<file path="config.mk">
export PLATFORM = sky130hd
export DESIGN_NAME = noc_output_arbiter
export DESIGN_NICKNAME = d
export VERILOG_FILES = /design/src/rtl/noc_output_arbiter.sv
export SDC_FILE = /design/constraint.sdc
export NUM_CORES = 1
export LEC_CHECK = 0
export ABC_AREA = 1
export ABC_CLOCK_PERIOD_IN_PS = 7900
export CORE_AREA = 2 2 162 164
export CTS_BUF_LIST = sky130_fd_sc_hd__clkbuf_8
export CTS_CLUSTER_DIAMETER = 200
export DETAILED_ROUTE_END_ITERATION = 10
export DIE_AREA = 0 0 164 166
export PLACE_DENSITY = 0.61
export SYNTH_ARGS = -nofsm -noshare
export SYNTH_HDL_FRONTEND = slang
export SYNTH_SLANG_ARGS = --single-unit
</file>
<file path="constraint.sdc">
create_clock -name clk -period 7.9 [get_ports clk]
set_input_delay 1.58 -clock clk [delete_from_list [all_inputs] [get_ports clk]]
set_output_delay 1.58 -clock clk [all_outputs]
set_load 0.01 [all_outputs]
</file>
<file path="src/rtl/noc_output_arbiter.sv">
// Per-output-port arbiter: round-robin among the input FIFOs with a packet lock
// held from the winning head flit until its tail flit has left.
module noc_output_arbiter #(
  parameter  int N_REQ  = 5,
  parameter  int DATA_W = 64,
  parameter  int CNT_W  = 16,
  localparam int IDX_W  = (N_REQ > 1) ? $clog2(N_REQ) : 1
) (
  input  logic                    clk,
  input  logic                    rst,
  input  logic [N_REQ-1:0]        req_empty,
  input  logic [N_REQ-1:0]        req_hit,
  input  logic [N_REQ*DATA_W-1:0] req_data,
  output logic [N_REQ-1:0]        rd_en,
  output logic [DATA_W-1:0]       out_data,
  output logic                    out_valid,
  input  logic                    out_full,
  output logic                    busy,
  output logic [IDX_W-1:0]        grant_idx,
  output logic [CNT_W-1:0]        pkt_cnt
);

  localparam logic [0:0] IDLE = 1'b0;
  localparam logic [0:0] LOCK = 1'b1;

  logic [0:0]        state;
  logic [IDX_W-1:0]  rr_ptr;
  logic [N_REQ-1:0]  req;
  logic [DATA_W-1:0] slice [N_REQ];
  logic [DATA_W-1:0] cur_flit;
  logic              win_found;
  logic [IDX_W-1:0]  win_idx;
  logic [IDX_W-1:0]  scan_pos;
  logic              xfer;
  logic              is_tail;

  assign req = ~req_empty & req_hit;

  always_comb begin
    for (int i = 0; i < N_REQ; i++) begin
      slice[i] = req_data[i*DATA_W +: DATA_W];
    end
  end

  // First set request at or after rr_ptr, wrapping modulo N_REQ.
  always_comb begin
    win_found = 1'b0;
    win_idx   = '0;
    scan_pos  = '0;
    for (int k = 0; k < N_REQ; k++) begin
      scan_pos = IDX_W'((int'(rr_ptr) + k) % N_REQ);
      if (!win_found && req[scan_pos]) begin
        win_found = 1'b1;
        win_idx   = scan_pos;
      end
    end
  end

  // Handshake: a flit moves on any cycle with out_valid=1 and out_full=0;
  // that same condition pops the locked input FIFO through rd_en.
  assign busy      = (state == LOCK);
  assign cur_flit  = slice[grant_idx];
  assign out_data  = busy ? cur_flit : '0;
  assign out_valid = busy && !req_empty[grant_idx];
  assign xfer      = out_valid && !out_full;
  assign is_tail   = cur_flit[DATA_W-2];
  assign rd_en     = xfer ? (N_REQ'(1) << grant_idx) : '0;

  always_ff @(posedge clk or negedge rst) begin
    if (!rst) begin
      state     <= IDLE;
      rr_ptr    <= '0;
      grant_idx <= '0;
      pkt_cnt   <= '0;
    end else begin
      case (state)
        IDLE: begin
          if (win_found) begin
            grant_idx <= win_idx;
            state     <= LOCK;
          end
        end
        LOCK: begin
          if (xfer && is_tail) begin
            state   <= IDLE;
            rr_ptr  <= (grant_idx == IDX_W'(N_REQ - 1)) ? '0 : grant_idx + 1'b1;
            pkt_cnt <= pkt_cnt + 1'b1;
          end
        end
        default: state <= IDLE;
      endcase
    end
  end

endmodule

</file>
After elaboration in Yosys (flattened, before gate mapping)
Index checks and enable logic that the tools add are counted.
{"block": "totals", "output_inout_bits": 90, "ff_bits": 23}
{"block": "op_classes", "addsub": 6, "n_reduce_logical": 15, "n_mux": 31, "shift": 1, "n_lt_le_gt_ge": 7, "n_div": 5, "eq_ne": 1, "bitwise_logic": 4}
{"op": "64-bit binary-select mux with 3-bit select", "n": 1}
{"op": "64-bit two-way mux", "n": 3}
{"op": "32-bit by 4-bit remainder unit with 32-bit output, second input constant", "n": 4}
{"op": "4-bit by 4-bit remainder unit with 32-bit output, second input constant", "n": 1}
{"op": "3-bit by 4-bit less-than comparator with 1-bit output, second input constant", "n": 6}
{"op": "1-bit binary-select mux with 3-bit select", "n": 6}
{"op": "3-bit two-way mux", "n": 6}
{"op": "16-bit by 1-bit adder with 16-bit output, second input constant", "n": 1}
{"op": "1-bit two-way mux", "n": 13}
{"op": "3-bit by 2-bit adder with 4-bit output, second input constant", "n": 2}
{"op": "1-bit logical AND", "n": 7}
{"op": "1-bit zero test", "n": 6}
{"op": "5-bit bitwise AND", "n": 1}
{"op": "5-bit two-way mux", "n": 1}
{"op": "5-bit NOT", "n": 1}
{"op": "1-bit by 3-bit left shift with 5-bit output, first input constant", "n": 1}
{"op": "3-bit by 1-bit adder with 4-bit output, second input constant", "n": 1}
{"op": "3-bit by 3-bit adder with 4-bit output, second input constant", "n": 1}
{"op": "4-bit >= comparator, second input constant", "n": 1}
{"op": "3-bit NOT with 4-bit output", "n": 1}
{"op": "2-bit AND reduction", "n": 2}
{"op": "3-bit by 1-bit adder with 3-bit output, second input constant", "n": 1}
{"op": "3-bit equality test, second input constant", "n": 1}
{"op": "1-bit case mux with 2 select lines", "n": 1}
{"op": "1-bit NOT", "n": 1}

Depth between registers and ports, before layout
Gate-level depths: netlist (run 1).
{"block": "depth", "word_depth": 19, "ltp_mapped": 26, "mapped_depth_nobuf": 26}

Least setup slack after synthesis (run 1)
Ideal clock, no wire load.
{"block": "synth_path", "kind": "input-to-output", "from": "in req_empty[0]", "to": "out rd_en[0]", "slack_ns": 4.037, "cell_stages": 7, "required_time_ns": 6.320, "arrival_ns": 2.283, "path_cell_list": "a21oi_1 o21ai_1 nand3_1 nand3_1 nor2_2 inv_1 nor2_1"}
{"block": "synth_via", "elab_chain_len": 6}
{"item": "from (decl)", "line_no": "11", "text": "input logic [N_REQ-1:0] req_empty,"}
{"item": "1-bit binary-select mux with 3-bit select", "line_no": "64", "text": "assign out_valid = busy && !req_empty[grant_idx];"}
{"item": "1-bit two-way mux (implied by the code)", "line_no": "64"}
{"item": "1-bit zero test", "line_no": "64"}
{"item": "1-bit logical AND", "line_no": "64"}
{"item": "1-bit logical AND", "line_no": "65", "text": "assign xfer = out_valid && !out_full;"}
{"item": "5-bit two-way mux", "line_no": "67", "text": "assign rd_en = xfer ? (N_REQ'(1) << grant_idx) : '0;"}
{"item": "to (decl)", "line_no": "14", "text": "output logic [N_REQ-1:0] rd_en,"}
No other way between the ends. The select of a mux whose other input is x is not followed.

Worst setup path after layout (run 1)
{"block": "layout_path", "from": "reg grant_idx[0]", "to": "out out_data[31]"}
{"block": "layout_via", "elab_chain_len": 5}
{"item": "from (decl)", "line_no": "19", "text": "output logic [IDX_W-1:0] grant_idx,"}
{"item": "from (signal assigned)", "line_no": "79", "text": "grant_idx <= win_idx;"}
{"item": "3-bit NOT with 4-bit output (implied by the code)", "line_no": "62", "text": "assign cur_flit = slice[grant_idx];"}
{"item": "64-bit binary-select mux with 3-bit select", "line_no": "62"}
{"item": "64-bit two-way mux (implied by the code) (2 in series)", "line_no": "62"}
{"item": "64-bit two-way mux", "line_no": "63", "text": "assign out_data = busy ? cur_flit : '0;"}
{"item": "to (decl)", "line_no": "15", "text": "output logic [DATA_W-1:0] out_data,"}
No other way between the ends. The select of a mux whose other input is x is not followed.

==> results.ini, run 1 <==
[synth]
synth_cell_types = 36
ys_seq_area_share_pct = 11.2
synth-seq-cells = 23
syn_area_um2 = 5150
synth_nets = 1314
yosysWarningCount = 0
syn-mean-instance-area_um2 = 5.39
synth_cells = 957

[timing]
setup_viol = 0
finalSetupTns_ps = 0
maxSlewHeadroom_pct = 28.7
final.setup.worst_slack_ps = 2570
final.min_clock_period_ps = 5330
hold_violations = 0
min_period_over_period_pct = 67.4
max_freq_ghz = 0.188
rsz0062_at_grt = false
fin_skew_ps = 12.0
hold_ws_ps = 480
tightest_slew_ps = 1070
slew_viol_final = 0

[drt]
via_count = 7979
dr.pass1.iters = 5
drtIter0Drc = 466
wl_per_cell_um = 19.0
drc_errors = 0
ant_nets = 0
routed_wl_um = 31600
via_per_inst = 4.80

[clock_tree]
cts_buffers = 3
cts_resized = 0
cts_tree = done
cts_hold_buf = 0
clk_pin_slew_ps = 100
post_cts_buffers = 0
clkLatencyLatePin_ps = 270
cts.sinks = 23
clockBufferDepth = 2
h-tree-depth = 1
root_buffer = clkbuf_8

[place]
place_ws_ps = 2790
portBuffers = 422
dpl.cell_count = 1653
dp_hpwl_um = 25200
place.gp.congestion = 0.943

[floorplan]
io_pins = 423
die-area_um2 = 27200
die_width_um = 164
start_util_pct = 20.1
die_h_um = 166
core_area_um2 = 25600
num_rows = 59

[worst_setup_path]
worstPathArrival_ps = 3750
r2r-end = grant_idx[2]$_DFFE_PN0P_
crit_type = reg2out
endpoint = out_data[31]
path_max_fanout = 74
crit_path_end_kind = primary output
worst-r2r-cell-count = 26
startpoint = grant_idx[0]$_DFFE_PN0P_
start_kind = register
r2r_setup_slack_ps = 3630
rr_startpoint = rr_ptr[0]$_DFFE_PN0P_
cp.required_ps = 6320

[global_routing]
overflow = 0
grt_pass1_wl_um = 46100
grt_max_degree = 88
grt_pass1_vias = 7700
antenna_found_initial = 9
grt_usage_pct = 21.9

[layout]
final_cell_count_no_fill = 1663
fin_util_pct = 37.7
n_fill_cell = 2827
final_nets = 1680
drive_gt1_share_pct = 3.93
area_growth_pct = 87.3

[power]
p_per_area_nw_per_um2 = 350
vdd_drop_max_v = 0.000253
leakage_nw = 4.00

[worst_hold_path]
min_path_type = reg2reg

[status]
outcome = completed

[flow_run]
maxCapViolCount = 0

layout make-up:
type / instances / area, um2 / area share [%]
sequential: 23 / 581 / 6.01
inverter: 62 / 235 / 2.44
clock inverter: 1 / 7.51 / 0.0778
clock buffer: 3 / 41.3 / 0.428
multi-input combinational: 804 / 4080 / 42.2
antenna: 6 / 15.0 / 0.156
tap: 335 / 419 / 4.34
timing repair buffer: 429 / 4280 / 44.3
report_power, final:
part	internal [mW]	switching, mW
registers	0.146	0.110
logic	1.25	1.80
clock network	0.0357	0.0423
total	1.43	1.95
flip-flops by register name, indices dropped and copies added, names as in the netlist:
name       count
rr_ptr         3
pkt_cnt       16
grant_idx      3
busy           1
how the worst min path moves through the flow:
| stage | startpoint | end | cells after the start |
|---|---|---|---|
| after floorplan | pkt_cnt[15]$_DFFE_PN0P_ | pkt_cnt[15]$_DFFE_PN0P_ | 1 |
| after global placement | pkt_cnt[15]$_DFFE_PN0P_ | pkt_cnt[15]$_DFFE_PN0P_ | 1 |
| after detailed placement | pkt_cnt[15]$_DFFE_PN0P_ | pkt_cnt[15]$_DFFE_PN0P_ | 1 |
| after CTS | pkt_cnt[15]$_DFFE_PN0P_ | pkt_cnt[15]$_DFFE_PN0P_ | 1 |
| after global routing | pkt_cnt[15]$_DFFE_PN0P_ | pkt_cnt[15]$_DFFE_PN0P_ | 1 |
| final | pkt_cnt[15]$_DFFE_PN0P_ | pkt_cnt[15]$_DFFE_PN0P_ | 1 |
stage by stage:
step	instance area (um2)	total power [mW]
floorplan	5150	2.14
global placement	9590	3.27
detailed placement	9590	3.30
CTS	9640	3.40
global route	9650	3.72
finish	9650	3.38
worst max-delay path: stages, from the launching register on:
cell and delay (ps):
dfrtp_4 700, inv_4 650, buf_4 590, o21ai_0 250, o22ai_1 190, nand2_1 70, a21oi_1 360, clkdlybuf4s50_1 620
layer usage:
metal / track usage (%) / part of all wire, %
met1: 26.9 / 41
met2: 39.7 / 51
met3: 3.02 / 6.2
met4: 6.10 / 1.7
met5: 0 / 0.041
cells in the final DEF (no fill, tap or decap), types with 2 or more instances in the layout:
cell type          n
a21oi_1           68
nand3_1           44
nor2_1           152
o211ai_1           2
nor2_2             4
ha_1              24
o21ai_1            6
nand3_2            6
a21oi_4            3
xnor2_1            5
diode_2            6
clkdlybuf4s50_1  422
inv_1             52
clkbuf_8           3
inv_2              9
o21ai_0          141
nand2_2            5
nand2_1          236
nor3_4             2
dfrtp_1           21
o22ai_1           64
buf_4              7
nand3b_1           4
xor2_1            14
nand4_1           13
kinds of logic (layout without fill, tap and decap cells):
kind of cell	after synthesis	count (layout)	synth area share [%]
XOR/XNOR	20	20	3.54
buffers and inverters	130	495	9.83
adder cells (fa/ha/maj)	24	24	5.83
AND/OR/NAND/NOR	474	474	39.5
AO/OA/AOI/OAI	286	286	30.2
other	0	6	0
flip-flops	23	23	11.2
Yosys cell counts:
library cell | instances | area, um2
nand2_2 | 5 | 31.3
nor4_2 | 1 | 12.5
ha_1 | 24 | 300
nand3b_1 | 4 | 30.0
a31oi_1 | 1 | 6.26
nor3_1 | 1 | 5.00
nand4_4 | 1 | 21.3
nand2_1 | 236 | 886
xor2_2 | 1 | 16.3
a21oi_1 | 68 | 340
nand3_2 | 6 | 60.1
nor3_2 | 2 | 20.0
nor2_8 | 1 | 20.0
o22ai_1 | 64 | 400
buf_1 | 7 | 26.3
clkbuf_1 | 57 | 214
inv_2 | 9 | 33.8
inv_1 | 53 | 199
buf_4 | 3 | 22.5
o211ai_1 | 2 | 15.0
nand3_1 | 44 | 220
nor2_2 | 4 | 25.0
o21ai_1 | 6 | 30.0
nor3_4 | 1 | 16.3
nand3_4 | 1 | 17.5
xor2_1 | 14 | 123
or2_2 | 1 | 6.26
nand2_4 | 1 | 11.3
nor2_1 | 152 | 571
dfrtp_1 | 23 | 576
nand4_1 | 13 | 81.3
a21oi_4 | 3 | 48.8
buf_6 | 1 | 11.3
o21ai_2 | 1 | 8.76
o21ai_0 | 141 | 706
xnor2_1 | 5 | 43.8
Power figures use the tool's default switching activity.
==> run 2, diff against run 1 <==
- ABC_CLOCK_PERIOD_IN_PS: 7900 -> 4800
- PLACE_DENSITY: 0.61 -> 0.63
- clock period: 7.9 -> 4.8 ns (I/O delays scaled with it)
==> results.ini, run 2 (synthesis results as in run 1) <==
[clock_tree]
h-tree-depth = 1  ; unchanged
root_buffer = clkbuf_8
clk_pin_slew_ps = 100  ; about the same
post_cts_buffers = 0  ; unchanged
clkLatencyLatePin_ps = 270  ; about the same
cts_resized = 0  ; unchanged
clockBufferDepth = 2  ; unchanged
cts_hold_buf = 0  ; unchanged
cts.sinks = 23  ; unchanged
cts_buffers = 3  ; unchanged
cts_tree = done

[place]
dp_hpwl_um = 25600  ; +1.4%
portBuffers = 422  ; unchanged
dpl.cell_count = 1662  ; +0.54%
place.gp.congestion = 0.901  ; -4.5%

[layout]
top_register = pkt_cnt
fin_util_pct = 38.0  ; +0.33 points
n_fill_cell = 2794  ; -1.2%
final_nets = 1689  ; +0.54%
area.sequential_um2 = 581  ; unchanged
largest_register_ff_count = 16  ; unchanged
layout.cells.most_common_list = clkdlybuf4s50_1 (422), nand2_1 (236), nor2_1 (152)
multiInputGateArea_um2 = 4080  ; unchanged
largestRegisters = pkt_cnt: 16 flops, grant_idx: 3 flops, rr_ptr: 3 flops
final_cell_count_no_fill = 1674  ; +0.66%
area_growth_pct = 88.9
final_common_cell = clkdlybuf4s50_1
drive_gt1_share_pct = 4.58  ; +0.65 points

[worst_setup_path]
slowest_stage = dfrtp_1
start_kind = register
crit_type = reg2reg
path_max_fanout = 16  ; -78%
cpPeakStageDelay_ps = 740  ; +40 ps
path_delay_family = simple AND/OR/NAND/NOR gates
crit_buf_inv = 5  ; +2
cp.required_ps = 4950  ; -1370 ps
worstPathArrival_ps = 4090  ; +340 ps
cpMostUsedCell = nand2_1
crit_path_end_kind = register

[global_routing]
grt_usage_pct = 21.8  ; -0.16 points
grt_pass1_vias = 7935  ; +3.1%
grt_max_degree = 72  ; -18%
grt_pass1_wl_um = 46000  ; -0.28%
antenna_found_initial = 8  ; -1
overflow = 0  ; unchanged

[timing]
hold_violations = 0  ; unchanged
tightest_slew_ps = 790  ; -275 ps
setup_viol = 0  ; unchanged
fin_skew_ps = 14.1  ; +2.15 ps
max_freq_ghz = 0.254
slew_viol_final = 0  ; unchanged
min_period_over_period_pct = 81.9
final.min_clock_period_ps = 3930
maxSlewHeadroom_pct = 47.3  ; +19 points
rsz0062_at_grt = false
hold_ws_ps = 476  ; -4.80 ps
finalSetupTns_ps = 0  ; unchanged

[drt]
drtIter0Drc = 548  ; +18%
via_per_inst = 4.84  ; +0.77%
via_count = 8094  ; +1.4%
dr.pass1.iters = 5  ; unchanged
drc_errors = 0  ; unchanged
wl_per_cell_um = 18.9  ; -0.75%
ant_nets = 0  ; unchanged
routed_wl_um = 31600  ; about the same

[floorplan]
die_width_um = 164  ; unchanged
die_h_um = 166  ; unchanged
die-area_um2 = 27200  ; unchanged
core_area_um2 = 25600  ; unchanged
start_util_pct = 20.1  ; unchanged
io_pins = 423  ; unchanged
num_rows = 59  ; unchanged

[worst_hold_path]
min_path_type = reg2reg

[power]
p_total_mw = 5.61  ; +66%
vdd_drop_max_v = 0.000366  ; +45%
leakage_nw = 4.04  ; +1.2%
p_per_area_nw_per_um2 = 576  ; +64%

[flow_run]
maxCapViolCount = 0  ; unchanged

[status]
outcome = completed

[run 2: cell types whose count changed in the layout (fill, tap and decap cells not counted), sizes merged]
cell / change
buf: +9
diode: +2
[run 2: final timing paths]
path / from / endpoint / slack (ps) / depth (start not counted)
worst max-delay path: rr_ptr[0]$_DFFE_PN0P_ / grant_idx[0]$_DFFE_PN0P_ / 870 / 26
min in group asynchronous: rst / pkt_cnt[15]$_DFFE_PN0P_ / 1040 / 2
worst min register to register: pkt_cnt[15]$_DFFE_PN0P_ / pkt_cnt[15]$_DFFE_PN0P_ / 480 / 1
max in group asynchronous: rst / grant_idx[0]$_DFFE_PN0P_ / 3470 / 2
worst min-delay path: pkt_cnt[15]$_DFFE_PN0P_ / pkt_cnt[15]$_DFFE_PN0P_ / 480 / 1
worst max register to register: rr_ptr[0]$_DFFE_PN0P_ / grant_idx[0]$_DFFE_PN0P_ / 870 / 26
[run 2: where the power goes]
group	total, mW	internal, mW	switching [mW]
registers	0.386	0.240	0.146
clock network	0.128	0.0588	0.0693
logic	5.09	2.10	3.00
[run 2: per-layer routing]
layer	routed length, um	global-route usage (%)	vias to the layer above
li1	-	-	3962
met1	12600	26.0	3744
met2	16200	39.7	344
met3	1920	2.90	40
met4	759	7.13	4
met5	22	0	-
[run 2: through the flow]
stage | setup slack (ps) | cell area, um2
6_report | 868 | 9740
5_1_grt | 377 | 9730
4_1_cts | 869 | 9720
3_5_place_dp | 927 | 9670
3_3_place_gp | 1010 | 9670
2_1_floorplan | 1410 | 5150
[run 2: area by class of cell]
type | instances | area share (%)
Clock buffer | 3 | 0.424
Clock inverter | 1 | 0.0771
Antenna cell | 8 | 0.206
Multi-Input combinational cell | 804 | 41.9
Sequential cell | 23 | 5.96
Inverter | 62 | 2.42
Timing Repair Buffer | 438 | 44.7
Tap cell | 335 | 4.30
==> RTL edit 1, RTL diff (settings of run 1) <==
Register the output `pkt_cnt` once more; this adds one clock of latency there. The other outputs are not delayed to match.
--- a/src/rtl/noc_output_arbiter.sv
+++ b/src/rtl/noc_output_arbiter.sv
@@ -24,2 +24,4 @@
   localparam logic [0:0] LOCK = 1'b1;
+
+  logic [CNT_W-1:0] pkt_cnt_s0;
 
@@ -73,3 +75,3 @@
       grant_idx <= '0;
-      pkt_cnt   <= '0;
+      pkt_cnt_s0 <= '0;
     end else begin
@@ -86,3 +88,3 @@
             rr_ptr  <= (grant_idx == IDX_W'(N_REQ - 1)) ? '0 : grant_idx + 1'b1;
-            pkt_cnt <= pkt_cnt + 1'b1;
+            pkt_cnt_s0 <= pkt_cnt_s0 + 1'b1;
           end
@@ -94,2 +96,6 @@
 
+  always_ff @(posedge clk) begin
+    pkt_cnt <= pkt_cnt_s0;
+  end
+
 endmodule
Check against the original RTL: not equivalent (a bounded check fails within 4 cycles, from zero or initial values and one cycle with rst low).
==> RTL edit 1 against run 1 <==
- setup slack gained 0.12 ns
- critical path depth is the same
- hold slack lost 0.083 ns
- area after synthesis grew 6.1%
- largest cell class unchanged
- largest power group unchanged
- first-iteration DRC count grew 23%
- maximum frequency grew 2.2%
- final cell count grew 1.6%
- power grew 3.2%
- sequential cell count grew 16
- critical path type unchanged
- cell area grew 3.9%
- wire length grew 0.84%
- non-clock buffer count grew 1
==> RTL edit 1: results <==
set metrics [dict create \
    holdPathEnd "pkt_cnt[15]" \
    antenna_found_initial 8 \
    status "finished clean" \
    preCtsSetupSlack_ns 2.79 \
    cts_buffers 5 \
    synth_adder_area_share_pct 5.49 \
    hpwl_mm 25.4 \
    grt_pass1_wl_mm 46.6 \
    hp-start "pkt_cnt_s0[15]" \
    largestRegisters "pkt_cnt: 16 flops, pkt_cnt_s0: 16 flops" \
    drt_iter0_drc 574 \
    grt_max_degree 87 \
    p_leak_uw 0.00416 \
    maxSlewHeadroom_pct 27.4 \
    critPathArrivalTime_ns 3.63 \
    clk_pin_slew_worst_paths_ns 0.08 \
    grt.total_usage_pct 22.3 \
    clkLatencyLatePin_ns 0.29 \
    synth_cell_type_count 39 \
    regArea_um2 901 \
    wirelength_mm 31.9 \
    worst_r2r_endpoint "grant_idx[0]" \
    grt_pass1_vias 7917 \
    async_reset_ff_share_pct 59.0 \
    placed_cells 1677 \
    drive_gt1_share_pct 4.37 \
    fin_hold_ws_ns 0.398 \
    setup_slack_ns 2.69 \
    place_area_mm2 0.00993 \
    vias 8144 \
    p_switching_uw 1950 \
    yosys-top-cells-count "228 x nand2_1, 163 x nor2_1, 139 x o21ai_0" \
    clock_skew_ns 0.00938 \
    netlist_instances 979 \
    worst-path-max-fanout 86 \
    synth_nets 1336 \
    synthTopCellsByArea "nand2_1 16%, o21ai_0 13%, nor2_1 11%" \
    crit_path_end "out_data[30]" \
    synth_compound_area_share_pct 27.9 \
    gp_congestion 0.927 \
    r2r_slack_ns 3.53 \
    ys_seq_area_share_pct 16.4 \
]
RTL edit 1: power by group through the flow:
stage	Clock (uW)	Combinational [uW]	Sequential [uW]
floorplan	0	1910	284
global placement	0	2960	364
detailed placement	0	2990	365
CTS	135	3010	361
global route	145	3330	369
finish	132	3000	360
RTL edit 1: per-layer routing:
layer / vias to the layer above / wire [um] / track usage [%]
li1: 4015 / - / -
met1: 3765 / 12300 / 26.0
met2: 315 / 16700 / 42.1
met3: 49 / 1990 / 3.35
met4: 0 / 894 / 5.61
met5: - / 0 / 0
RTL edit 1: layout make-up:
type	count	share of cell area (%)
Clock inverter	3	0.200
Timing Repair Buffer	430	42.7
Inverter	63	2.38
Clock buffer	5	0.686
Antenna cell	4	0.0998
Sequential cell	39	8.98
Tap cell	335	4.18
Multi-Input combinational cell	810	40.7
==> RTL edit 2, RTL diff (settings of run 1) <==
Made on the original files. Set the parameter `CNT_W` to 24 (it was 16).
--- a/src/rtl/noc_output_arbiter.sv
+++ b/src/rtl/noc_output_arbiter.sv
@@ -5,3 +5,3 @@
   parameter  int DATA_W = 64,
-  parameter  int CNT_W  = 16,
+  parameter  int CNT_W  = 24,
   localparam int IDX_W  = (N_REQ > 1) ? $clog2(N_REQ) : 1
Interface: changed (resized pkt_cnt); port bits go from 423 to 431. The function was not compared with the original's and may differ.
==> RTL edit 2 against run 1 <==
- sequential cell count grew 8
- cell area increased by 7.6%
- sequential share of layout area is 1.5 points higher
- area after synthesis rose by 12%
- power is 4.4% higher
- setup slack better by 0.21 ns
- wire length down 2.2%
- critical path type unchanged
- highest routed layer unchanged
==> RTL edit 2: results <==
set metrics [dict create \
    status "finished clean" \
    drive_gt1_share_pct 6.37 \
    gp_congestion 0.943 \
    largestRegisters "pkt_cnt: 24 flops, grant_idx: 3 flops, rr_ptr: 3 flops" \
    cts_buffers 5 \
    syn_avg_cell_area_um2 5.59 \
    hpwl_mm 23.5 \
    htree_levels 2 \
    grt_max_degree 99 \
    worst-path-max-fanout 87 \
    synthXorXnorAreaFrac_pct 4.10 \
    synth_compound_area_share_pct 27.1 \
    pg_clk_uw 119 \
    cts_resized 0 \
    synthFlopType "dfrtp_1" \
    synthTopCellsByArea "nand2_1 16%, dfrtp_1 13%, o21ai_0 12%" \
    placed_cells 1740 \
    grt_pass1_vias 8050 \
    yosys-top-cells-count "246 x nand2_1, 159 x nor2_1, 136 x o21ai_0" \
    critPathArrivalTime_ns 3.53 \
    fill_cells 2732 \
    peakVddDrop_mv 0.184 \
    finalNetCount 1769 \
    clock_path_buffers 2 \
    synth_cell_type_count 41 \
    synthToLayoutAreaGrowth_pct 80.0 \
    tightest_slew_ns 1.00 \
    synth_warnings 0 \
    synth_nets 1390 \
    wirelength_mm 30.9 \
    io_buffer_count 430 \
    min_path_type "register to register" \
    wl_per_cell_um 17.7 \
    clkLatencyLatePin_ns 0.28 \
    cpMaxStageDelayCell "inv_4" \
    first_pass_iters 6 \
    clk_pin_slew_worst_paths_ns 0.07 \
    preCtsSetupSlack_ns 2.80 \
    synthMuxAreaShare_pct 0 \
    p_total_uw 3530 \
    ys_seq_area_share_pct 13.4 \
    clock-root-buffer "clkbuf_8" \
    antenna_found_initial 6 \
    drt_iter0_drc 478 \
    p_leak_uw 0.00443 \
    synth_top_family_by_area "simple AND/OR/NAND/NOR gates" \
    pwr-share-comb_pct 89.1 \
    vias 8440 \
    grt.total_usage_pct 21.4 \
    place_area_mm2 0.0103 \
    clock_skew_ns 0.00426 \
    grt_pass1_wl_mm 45.4 \
    cpPeakStageDelay_ns 0.71 \
    swShare_pct 56.5 \
    post-cts-setup-buffers 0 \
    synth_adder_area_share_pct 5.20 \
    async_reset_ff_share_pct 100 \
]
RTL edit 2: cell count changes after synthesis, moves of 3 or more:
cell,before,now
dfrtp_1,23,31
inv_1,53,65
inv_2,9,16
nand2_1,236,246
nand2_2,5,17
nand2_4,1,6
nand3_1,44,47
nand4_1,13,7
nor2_1,152,159
nor3_2,2,5
nor4_1,0,3
o21ai_0,141,136
xor2_1,14,21
RTL edit 2: worst paths after layout:
path | end | slack (ns) | cells past startpoint | from
setup reg to reg | grant_idx[0] | 3.89 | 24 | rr_ptr[0]
max in group asynchronous | grant_idx[0] | 5.87 | 2 | rst
min in group asynchronous | pkt_cnt[18] | 1.70 | 2 | rst
hold / removal | pkt_cnt[23] | 0.48 | 1 | pkt_cnt[23]
setup / recovery | out_data[32] | 2.79 | 7 | grant_idx[0]
hold reg to reg | pkt_cnt[23] | 0.48 | 1 | pkt_cnt[23]
RTL edit 2: area by class of cell:
class	count	share of cell area (%)
Antenna cell	2	0.0482
Clock buffer	5	0.662
Multi-Input combinational cell	853	42.5
Timing Repair Buffer	439	42.1
Clock inverter	3	0.120
Sequential cell	31	7.52
Inverter	82	3.01
Tap cell	335	4.04
RTL edit 2: cells by family after synthesis:
logic type,Yosys count
AND/OR/NAND/NOR,517
AO/OA/AOI/OAI,285
buffers and inverters,149
flip-flops,31
XOR/XNOR,27
adder cells (fa/ha/maj),24
RTL edit 2: metal layers:
| metal | global-route usage, % | part of all wire [%] |
|---|---|---|
| met5 | 0 | 0.11 |
| met4 | 6.33 | 3.1 |
| met3 | 5.64 | 8.5 |
| met2 | 37.0 | 48 |
| met1 | 25.8 | 41 |
RTL edit 2: worst max-delay path, delay by kind of cell (launching register included):
family                 cells  cell delay (ns)
buffers and inverters      3             1.80
DFF                        1             0.66
and+or+nand+nor            2             0.26
AOI/OAI and AO/OA          2             0.48
